<file path="src/rtl/instr_mem_loadable_if.sv">
// Bundle of fetch-port and program-load-port signals for instr_mem_loadable.
//   master : fetch/PC side and bootloader side (drives requests, load data)
//   slave  : the instruction memory (drives fetch results and load status)
// Signals:
//   fetch_req/fetch_addr            fetch request and byte address
//   fetch_ready                     fetch accepted this cycle
//   fetch_valid/instruction/fault   registered fetch result, 1 cycle after accept
//   prog_en/prog_start/prog_we      load-mode request, pointer reset, word write
//   prog_data                       word to load
//   prog_count/prog_ovf             words loaded since prog_start, sticky overflow
interface instr_mem_loadable_if #(
  parameter int unsigned INS_ADDRESS = 32,
  parameter int unsigned INS_W       = 32,
  parameter int unsigned DEPTH       = 64
);
  localparam int unsigned CW = $clog2(DEPTH) + 1;

  logic                   fetch_req;
  logic [INS_ADDRESS-1:0] fetch_addr;
  logic                   fetch_ready;
  logic                   fetch_valid;
  logic [INS_W-1:0]       instruction;
  logic                   fetch_fault;
  logic                   prog_en;
  logic                   prog_start;
  logic                   prog_we;
  logic [INS_W-1:0]       prog_data;
  logic [CW-1:0]          prog_count;
  logic                   prog_ovf;

  modport master (
    output fetch_req, fetch_addr, prog_en, prog_start, prog_we, prog_data,
    input  fetch_ready, fetch_valid, instruction, fetch_fault, prog_count, prog_ovf
  );

  modport slave (
    input  fetch_req, fetch_addr, prog_en, prog_start, prog_we, prog_data,
    output fetch_ready, fetch_valid, instruction, fetch_fault, prog_count, prog_ovf
  );
endinterface

</file>
<file path="src/rtl/instr_mem_loadable.sv">
// Loadable instruction memory for the RISC-V core.
//   Fetch port: word-aligned byte address, 1-cycle registered read, fully pipelined,
//   misaligned/out-of-range addresses return NOP with fetch_fault.
//   Load port: in PROG mode, words are streamed in through an auto-incrementing pointer
//   that saturates at DEPTH (further writes set the sticky prog_ovf).
// Ports:
//   i_clk  rising-edge clock
//   i_rst  synchronous active-high reset (memory array is not cleared)
//   bus    instr_mem_loadable_if.slave, see the interface file for signal list
module instr_mem_loadable #(
  parameter int unsigned      INS_ADDRESS = 32,
  parameter int unsigned      INS_W       = 32,
  parameter int unsigned      DEPTH       = 64,
  parameter logic [INS_W-1:0] NOP_INSTR   = 32'h0000_0013
) (
  input logic                  i_clk,
  input logic                  i_rst,
  instr_mem_loadable_if.slave  bus
);
  localparam int unsigned AW = $clog2(DEPTH);
  localparam int unsigned CW = AW + 1;
  localparam logic [CW-1:0]          PTR_FULL   = CW'(DEPTH);
  localparam logic [INS_ADDRESS:0]   ADDR_LIMIT = (INS_ADDRESS + 1)'(DEPTH * 4);

  typedef enum logic {StRun, StProg} state_e;

  state_e            r_state;
  state_e            w_state_next;
  logic [INS_W-1:0]  r_mem [DEPTH];
  logic              r_valid;
  logic              r_fault;
  logic [INS_W-1:0]  r_instr;
  logic [CW-1:0]     r_ptr;
  logic              r_ovf;

  logic              w_in_prog;
  logic              w_fetch_ready;
  logic              w_accept;
  logic              w_fault;
  logic [AW-1:0]     w_idx;
  logic              w_ptr_full;
  logic              w_mem_we;

  // Next-state logic
  always_comb begin
    w_state_next = r_state;
    unique case (r_state)
      StRun:   if (bus.prog_en)  w_state_next = StProg;
      StProg:  if (!bus.prog_en) w_state_next = StRun;
      default: w_state_next = StRun;
    endcase
  end

  always_comb begin
    w_in_prog     = (r_state == StProg);
    w_fetch_ready = (r_state == StRun) && !bus.prog_en;
    w_accept      = bus.fetch_req && w_fetch_ready;
    // Zero-extend by one bit so DEPTH*4 can never overflow the address width
    w_fault       = (bus.fetch_addr[1:0] != 2'b00) ||
                    ({1'b0, bus.fetch_addr} >= ADDR_LIMIT);
    w_idx         = bus.fetch_addr[2 +: AW];
    w_ptr_full    = (r_ptr == PTR_FULL);
    // prog_start takes priority over a same-cycle write
    w_mem_we      = !i_rst && w_in_prog && !bus.prog_start && bus.prog_we && !w_ptr_full;
  end

  always_ff @(posedge i_clk) begin
    if (i_rst) begin
      r_state <= StRun;
      r_valid <= 1'b0;
      r_fault <= 1'b0;
      r_instr <= NOP_INSTR;
      r_ptr   <= '0;
      r_ovf   <= 1'b0;
    end else begin
      r_state <= w_state_next;
      r_valid <= w_accept;
      r_fault <= w_accept && w_fault;
      // instruction holds its last value when nothing was accepted
      if (w_accept) begin
        r_instr <= w_fault ? NOP_INSTR : r_mem[w_idx];
      end
      if (w_in_prog) begin
        if (bus.prog_start) begin
          r_ptr <= '0;
          r_ovf <= 1'b0;
        end else if (bus.prog_we) begin
          if (w_ptr_full) r_ovf <= 1'b1;
          else            r_ptr <= r_ptr + 1'b1;
        end
      end
    end
  end

  // Array has no reset so it survives i_rst and maps onto plain RAM
  always_ff @(posedge i_clk) begin
    if (w_mem_we) begin
      r_mem[r_ptr[AW-1:0]] <= bus.prog_data;
    end
  end

  assign bus.fetch_ready = w_fetch_ready;
  assign bus.fetch_valid = r_valid;
  assign bus.fetch_fault = r_fault;
  assign bus.instruction = r_instr;
  assign bus.prog_count  = r_ptr;
  assign bus.prog_ovf    = r_ovf;
endmodule

</file>
<file path="src/flat_wrapper.sv">
// flat-port wrapper written by rule: the top's interface ports become plain ports
module instr_mem_loadable_flat 
#(
  parameter int unsigned      INS_ADDRESS = 32,
  parameter int unsigned      INS_W       = 32,
  parameter int unsigned      DEPTH       = 64,
  parameter logic [INS_W-1:0] NOP_INSTR   = 32'h0000_0013
)
  (i_clk, i_rst, bus_fetch_req, bus_fetch_addr, bus_prog_en, bus_prog_start, bus_prog_we, bus_prog_data, bus_fetch_ready, bus_fetch_valid, bus_instruction, bus_fetch_fault, bus_prog_count, bus_prog_ovf);
  instr_mem_loadable_if #(.INS_ADDRESS(INS_ADDRESS), .INS_W(INS_W), .DEPTH(DEPTH)) bus_i ();
  input logic i_clk;
  input logic i_rst;
  input wire logic [$bits(bus_i.fetch_req)-1:0] bus_fetch_req;
  input wire logic [$bits(bus_i.fetch_addr)-1:0] bus_fetch_addr;
  input wire logic [$bits(bus_i.prog_en)-1:0] bus_prog_en;
  input wire logic [$bits(bus_i.prog_start)-1:0] bus_prog_start;
  input wire logic [$bits(bus_i.prog_we)-1:0] bus_prog_we;
  input wire logic [$bits(bus_i.prog_data)-1:0] bus_prog_data;
  output wire logic [$bits(bus_i.fetch_ready)-1:0] bus_fetch_ready;
  output wire logic [$bits(bus_i.fetch_valid)-1:0] bus_fetch_valid;
  output wire logic [$bits(bus_i.instruction)-1:0] bus_instruction;
  output wire logic [$bits(bus_i.fetch_fault)-1:0] bus_fetch_fault;
  output wire logic [$bits(bus_i.prog_count)-1:0] bus_prog_count;
  output wire logic [$bits(bus_i.prog_ovf)-1:0] bus_prog_ovf;
  assign bus_i.fetch_req = bus_fetch_req;
  assign bus_i.fetch_addr = bus_fetch_addr;
  assign bus_i.prog_en = bus_prog_en;
  assign bus_i.prog_start = bus_prog_start;
  assign bus_i.prog_we = bus_prog_we;
  assign bus_i.prog_data = bus_prog_data;
  assign bus_fetch_ready = bus_i.fetch_ready;
  assign bus_fetch_valid = bus_i.fetch_valid;
  assign bus_instruction = bus_i.instruction;
  assign bus_fetch_fault = bus_i.fetch_fault;
  assign bus_prog_count = bus_i.prog_count;
  assign bus_prog_ovf = bus_i.prog_ovf;
  instr_mem_loadable #(.INS_ADDRESS(INS_ADDRESS), .INS_W(INS_W), .DEPTH(DEPTH), .NOP_INSTR(NOP_INSTR)) u_core (.i_clk(i_clk), .i_rst(i_rst), .bus(bus_i));
endmodule
</file>
<file path="config.mk">
export PLATFORM = sky130hd
export DESIGN_NAME = instr_mem_loadable_flat
export DESIGN_NICKNAME = d
export VERILOG_FILES = /design/src/rtl/instr_mem_loadable_if.sv /design/src/rtl/instr_mem_loadable.sv /design/src/flat_wrapper.sv
export SDC_FILE = /design/constraint.sdc
export NUM_CORES = 2
export LEC_CHECK = 0
export ABC_AREA = 1
export BUFFER_PORTS_ARGS = -buffer_cell sky130_fd_sc_hd__buf_2
export CAP_MARGIN = 10
export CORE_UTILIZATION = 54
export DETAILED_ROUTE_END_ITERATION = 16
export PLACE_DENSITY_LB_ADDON = 0.05
export SLEW_MARGIN = 10
export SYNTH_ARGS = -nofsm -noshare
export SYNTH_HDL_FRONTEND = slang
export SYNTH_SLANG_ARGS = --single-unit
</file>
<file path="constraint.sdc">
create_clock -name i_clk -period 4.5 [get_ports i_clk]
set_input_delay 0.9 -clock i_clk [delete_from_list [all_inputs] [get_ports i_clk]]
set_output_delay 0.9 -clock i_clk [all_outputs]
set_load 0.005 [all_outputs]
</file>
### Yosys cells after proc, flatten, opt, wreduce, memory -nomap -nowiden

Memory sizes are Yosys's and may differ from the RTL's.
Index checks and enable logic that the tools add are counted.

* add/subtract/negate cells: 1
* $lt $le $gt $ge: 1
* equal/unequal tests: 2
* muxes and demuxes: 10
* bitwise gates (word level): 1
* reductions and logical operators: 17

Operators with widths (number)
* 32-bit by 9-bit >= comparator with 1-bit output, second input constant: 1
* 32-bit two-way mux: 1
* 7-bit two-way mux: 3
* 7-bit by 1-bit adder with 7-bit output, second input constant: 1
* 7-bit == test, second input constant: 1
* 1-bit logical AND: 7
* 1-bit two-way mux: 6
* 3-bit AND reduction: 2
* 2-bit nonzero test: 3
* 1-bit zero test: 4
* 2-bit != test, second input constant: 1
* 1-bit logical OR: 1
* 1-bit inverter: 1

* register bits: 43
* memory bits (writable): 2048
* word-level logic and storage cells: 39
* memories: 1

Memory list
* u_core.r_mem: depth 64, width 32, read ports 1, clocked after memory_dff 0, wr ports 1, line instr_mem_loadable.sv:29 `logic [INS_W-1:0] r_mem [DEPTH];`

### Logic depth before layout (Yosys ltp)

* word-level depth: 7
* mapped depth: 14
* gate-level depth less buffers: 11

### Worst setup path after synthesis

OpenSTA, ideal clock, no wires.

* kind: in2reg
* from: input bus_prog_start
* to: memory u_core.r_mem[17][0], enable pin
* data arrival time: 3.072 ns
* slack: 1.006 ns
* stages: 7
* buffers on the path: 1
* cells stage by stage: o21ai_0 -> inv_1 -> nand3_1 -> nor2_1 -> buf_4 -> nand4_1 -> nor2_1

* cells in the longest elaborated chain, start to end: 6

Ends and longest elaborated chain
* start, declared: line flat_wrapper.sv:16 `input wire logic [$bits(bus_i.prog_start)-1:0] bus_prog_start;`
* 1-bit zero test: line instr_mem_loadable.sv:64 `w_mem_we = !i_rst && w_in_prog && !bus.prog_start && bus.prog_we && !w_ptr_full;`
* 1-bit logical AND (3 in series): line instr_mem_loadable.sv:64
* 1-bit two-way mux: line instr_mem_loadable.sv:97 `if (w_mem_we) begin`
* 1-bit two-way mux (implied by the code): line instr_mem_loadable.sv:98 `r_mem[r_ptr[AW-1:0]] <= bus.prog_data;`
* end, declared: line instr_mem_loadable.sv:29

Every way passes these cells.

### Worst setup path in the final report

* from: register u_core.r_ptr[0] (netlist: u_core.bus.prog_count[0])
* to: memory u_core.r_mem[53][22], enable pin

* cells in the longest elaborated chain, start to end: 5

Ends and longest elaborated chain
* start, declared: line instr_mem_loadable.sv:33 `logic [CW-1:0] r_ptr;`
* start signal, assigned: line instr_mem_loadable.sv:89 `else r_ptr <= r_ptr + 1'b1;`
* 7-bit == test: line instr_mem_loadable.sv:62 `w_ptr_full = (r_ptr == PTR_FULL);`
* 1-bit zero test: line instr_mem_loadable.sv:64
* 1-bit logical AND: line instr_mem_loadable.sv:64
* 1-bit two-way mux: line instr_mem_loadable.sv:97
* 1-bit two-way mux (implied by the code): line instr_mem_loadable.sv:98

Parallel ways exist; a longest one is shown, timed or not.

==> summary.txt <==
FF+latch area = 0.0624 sq mm
vias in the first global route = 52115
Internal = 32.2 mW
mapped cell area = 0.0838 sq mm
PortBufs = 112
most frequent cells after synthesis = edfxtp_1 (2048), nand2_1 (1967), nand3_1 (1899)
Critical Path Fanout Max = 32
share of flip-flops with an asynchronous set or reset = 0%
root buffer cell = clkbuf_16
power consumption = 41.4 mW
post-synthesis register bit count = 2091
initial antenna violation count = 11
CTS tree = yes
clock slew at reported path FFs = 0.06 ns
FP Rows = 144
Pre-Repair DR Iteration Count = 6
switching portion of total power = 22.0%
final wirelength = 252000 microns
HPWL Detailed = 140000 microns
RR Startpoint = u_core.bus.prog_count[0]
Syn Inst Count = 6906
Setup crit end kind = register
Ports = 113
area occupied by multi-input gates = 0.0191 sq mm
dpl cells = 8841
Setup crit start = u_core.bus.prog_count[0]
CTS buffer count = 209
Worst Tran Pin Value = 1.27 ns
initial DRC count = 6544
Cell Pwr Density = 438 mW/mm^2
largest net degree at the start of global routing = 125
Post-synth EDFFs = 2048
layout cells sized above 1 = 10.1%
WP data arrival = 3.97 ns
Unique masters post-synth = 29
max-slew violations = 0
Non-Filler Instances = 9236
hold buffer count at cts = 0
Setup Crit Path Kind = register to register
Reg power frac = 51.7%
first-pass GRT wire length = 363000 microns
Period Utilization, post-route = 77.8%
P_leak = 33.1 nW
switching pwr = 9.12 mW
average wire per standard cell = 27.3 microns
hold_sp = bus_prog_start
share of the synthesized area in the top cell type = 73.4%
Post-synth top flop = edfxtp_1
gr usage total = 32.1%
final hold violations = 0
Initial Utilization = 54.4%
core footprint = 0.154 sq mm
clock network fraction of design power = 42.5%
ANT nets after route = 0
Mapped Avg Cell Area = 12.1 sq um
leading area contributor after synthesis = edfxtp_1
Hold Path Class = input pin to register
clock sinks = 2091
Die Ht = 396 microns
worst path required time = 4.96 ns
Max VDD drop = 0.325 mV
Tmin final = 3.50 ns
total number of yosys warnings = 0
setup violators final = 0
post-synth net total = 6978
CTS Buffer Depth = 3
gr ovfl total = 0
fmax = 0.285 GHz
Filler Cells Inserted = 11979
RSZ-0062 raised after global routing = no
Area Growth Syn to Fin = 12.7%
Fin Clk Skew = 0.0331 ns
routability cong. = 0.855
Die ar. = 0.157 sq mm
status = finished clean
DR vias/cell = 5.98
DRC = 0
nets = 7080
combinational share of power = 5.8%
Util after Layout = 61.3%
most numerous cell in the Yosys netlist = edfxtp_1
Worst Hold Slack = 0.415 ns
MaxCap Viol Count = 0
H-tree Lvls = 4
via count = 55195
Worst-Skew Late Latency = 0.84 ns
Post-CTS Setup Bufs = 0
Seq/Total Area, Yosys = 74.4%
dominant cells by area after synthesis = edfxtp_1 (73%), nand3_1 (11%), nand2_1 (8.8%)
startpoint class of the critical path = register
TNS Setup = 0 ns
slew margin rel. = 15.5%
CTS resizes = 0
die width = 396 microns
[power groups by stage]
stage               registers (mW)  logic (mW)  clock network [mW]
global placement              21.8        2.34                   0
floorplan                     21.8        1.24                   0
finish                        21.4        2.38                17.6
CTS                           21.4        2.36                17.7
global route                  21.4        2.55                18.4
detailed placement            21.8        2.36                   0
[kinds of logic after synthesis]
group | share of synthesized area, %
and+or+nand+nor | 21.2
buffers and inverters | 3.25
adders and majority gates | 0.0299
AOI/OAI and AO/OA | 1.10
DFF | 74.4
[registers in the layout, summed over array words and instances, names as in the netlist]
register / flops
u_core.bus.fetch_valid: 1
u_core.r_mem: 2048
u_core.r_state: 1
u_core.bus.instruction: 32
u_core.bus.prog_ovf: 1
u_core.bus.fetch_fault: 1
u_core.bus.prog_count: 7
[layer usage]
metal  vias up  routed length, microns  GRT usage [%]
li1      24837                       -              -
met1     27406                  104000           46.0
met2      2535                  116000           49.8
met3       415                   20700           4.60
met4         2                   10300           12.7
met5         -                      17              0
[cell type report]
type	count	area share, %
Timing Repair Buffer	347	3.21
Clock buffer	284	6.23
Inverter	99	0.433
Clock inverter	107	1.10
Tap cell	2044	2.71
Antenna cell	4	0.0106
Sequential cell	2091	66.0
Multi-Input combinational cell	4260	20.3
[through the flow]
step / area [sq um] / setup slack, ns
after floorplan: 83800 / 1.01
after global placement: 87500 / 0.314
after detailed placement: 87500 / 0.387
after CTS: 94400 / 1.04
after global routing: 94400 / 0.789
final: 94400 / 0.997
[cell usage in the layout, fill, tap and decap left out, types with 9 or more instances in the layout]
master,netlist,layout
edfxtp_1,2048,2048
nand2_1,1967,1966
nand3_1,1899,1899
clkbuf_16,0,219
buf_4,28,183
nor2_1,196,137
buf_2,260,107
inv_1,95,88
o21ai_0,88,88
a21oi_1,69,69
nor2_4,0,59
buf_12,0,53
clkbuf_1,86,49
clkinv_1,1,46
dfxtp_1,43,43
clkinv_2,0,31
bufinv_16,0,21
clkbuf_8,0,16
o211ai_1,9,9
[final timing paths]
path,endpoint,cells past startpoint,slack (ns)
min,u_core.bus.prog_count[0],4,0.42
max,u_core.r_mem[53][22],13,1.0
min reg2reg,u_core.bus.prog_ovf,1,0.48
max reg2reg,u_core.r_mem[53][22],13,1.0
[critical path, stage by stage, from the launching register on]
cell and delay [ns]:
dfxtp_1 0.49, inv_1 0.21, ha_1 0.24, nand3_1 0.08, nor2_1 0.06, inv_1 0.08, nand3_1 0.08, nor2_1 0.12
buf_4 0.18, inv_1 0.07, nor3_1 0.22, inv_1 0.49, nor2_4 0.20, buf_4 0.54
No activity file was read; power rests on OpenSTA's default activity.
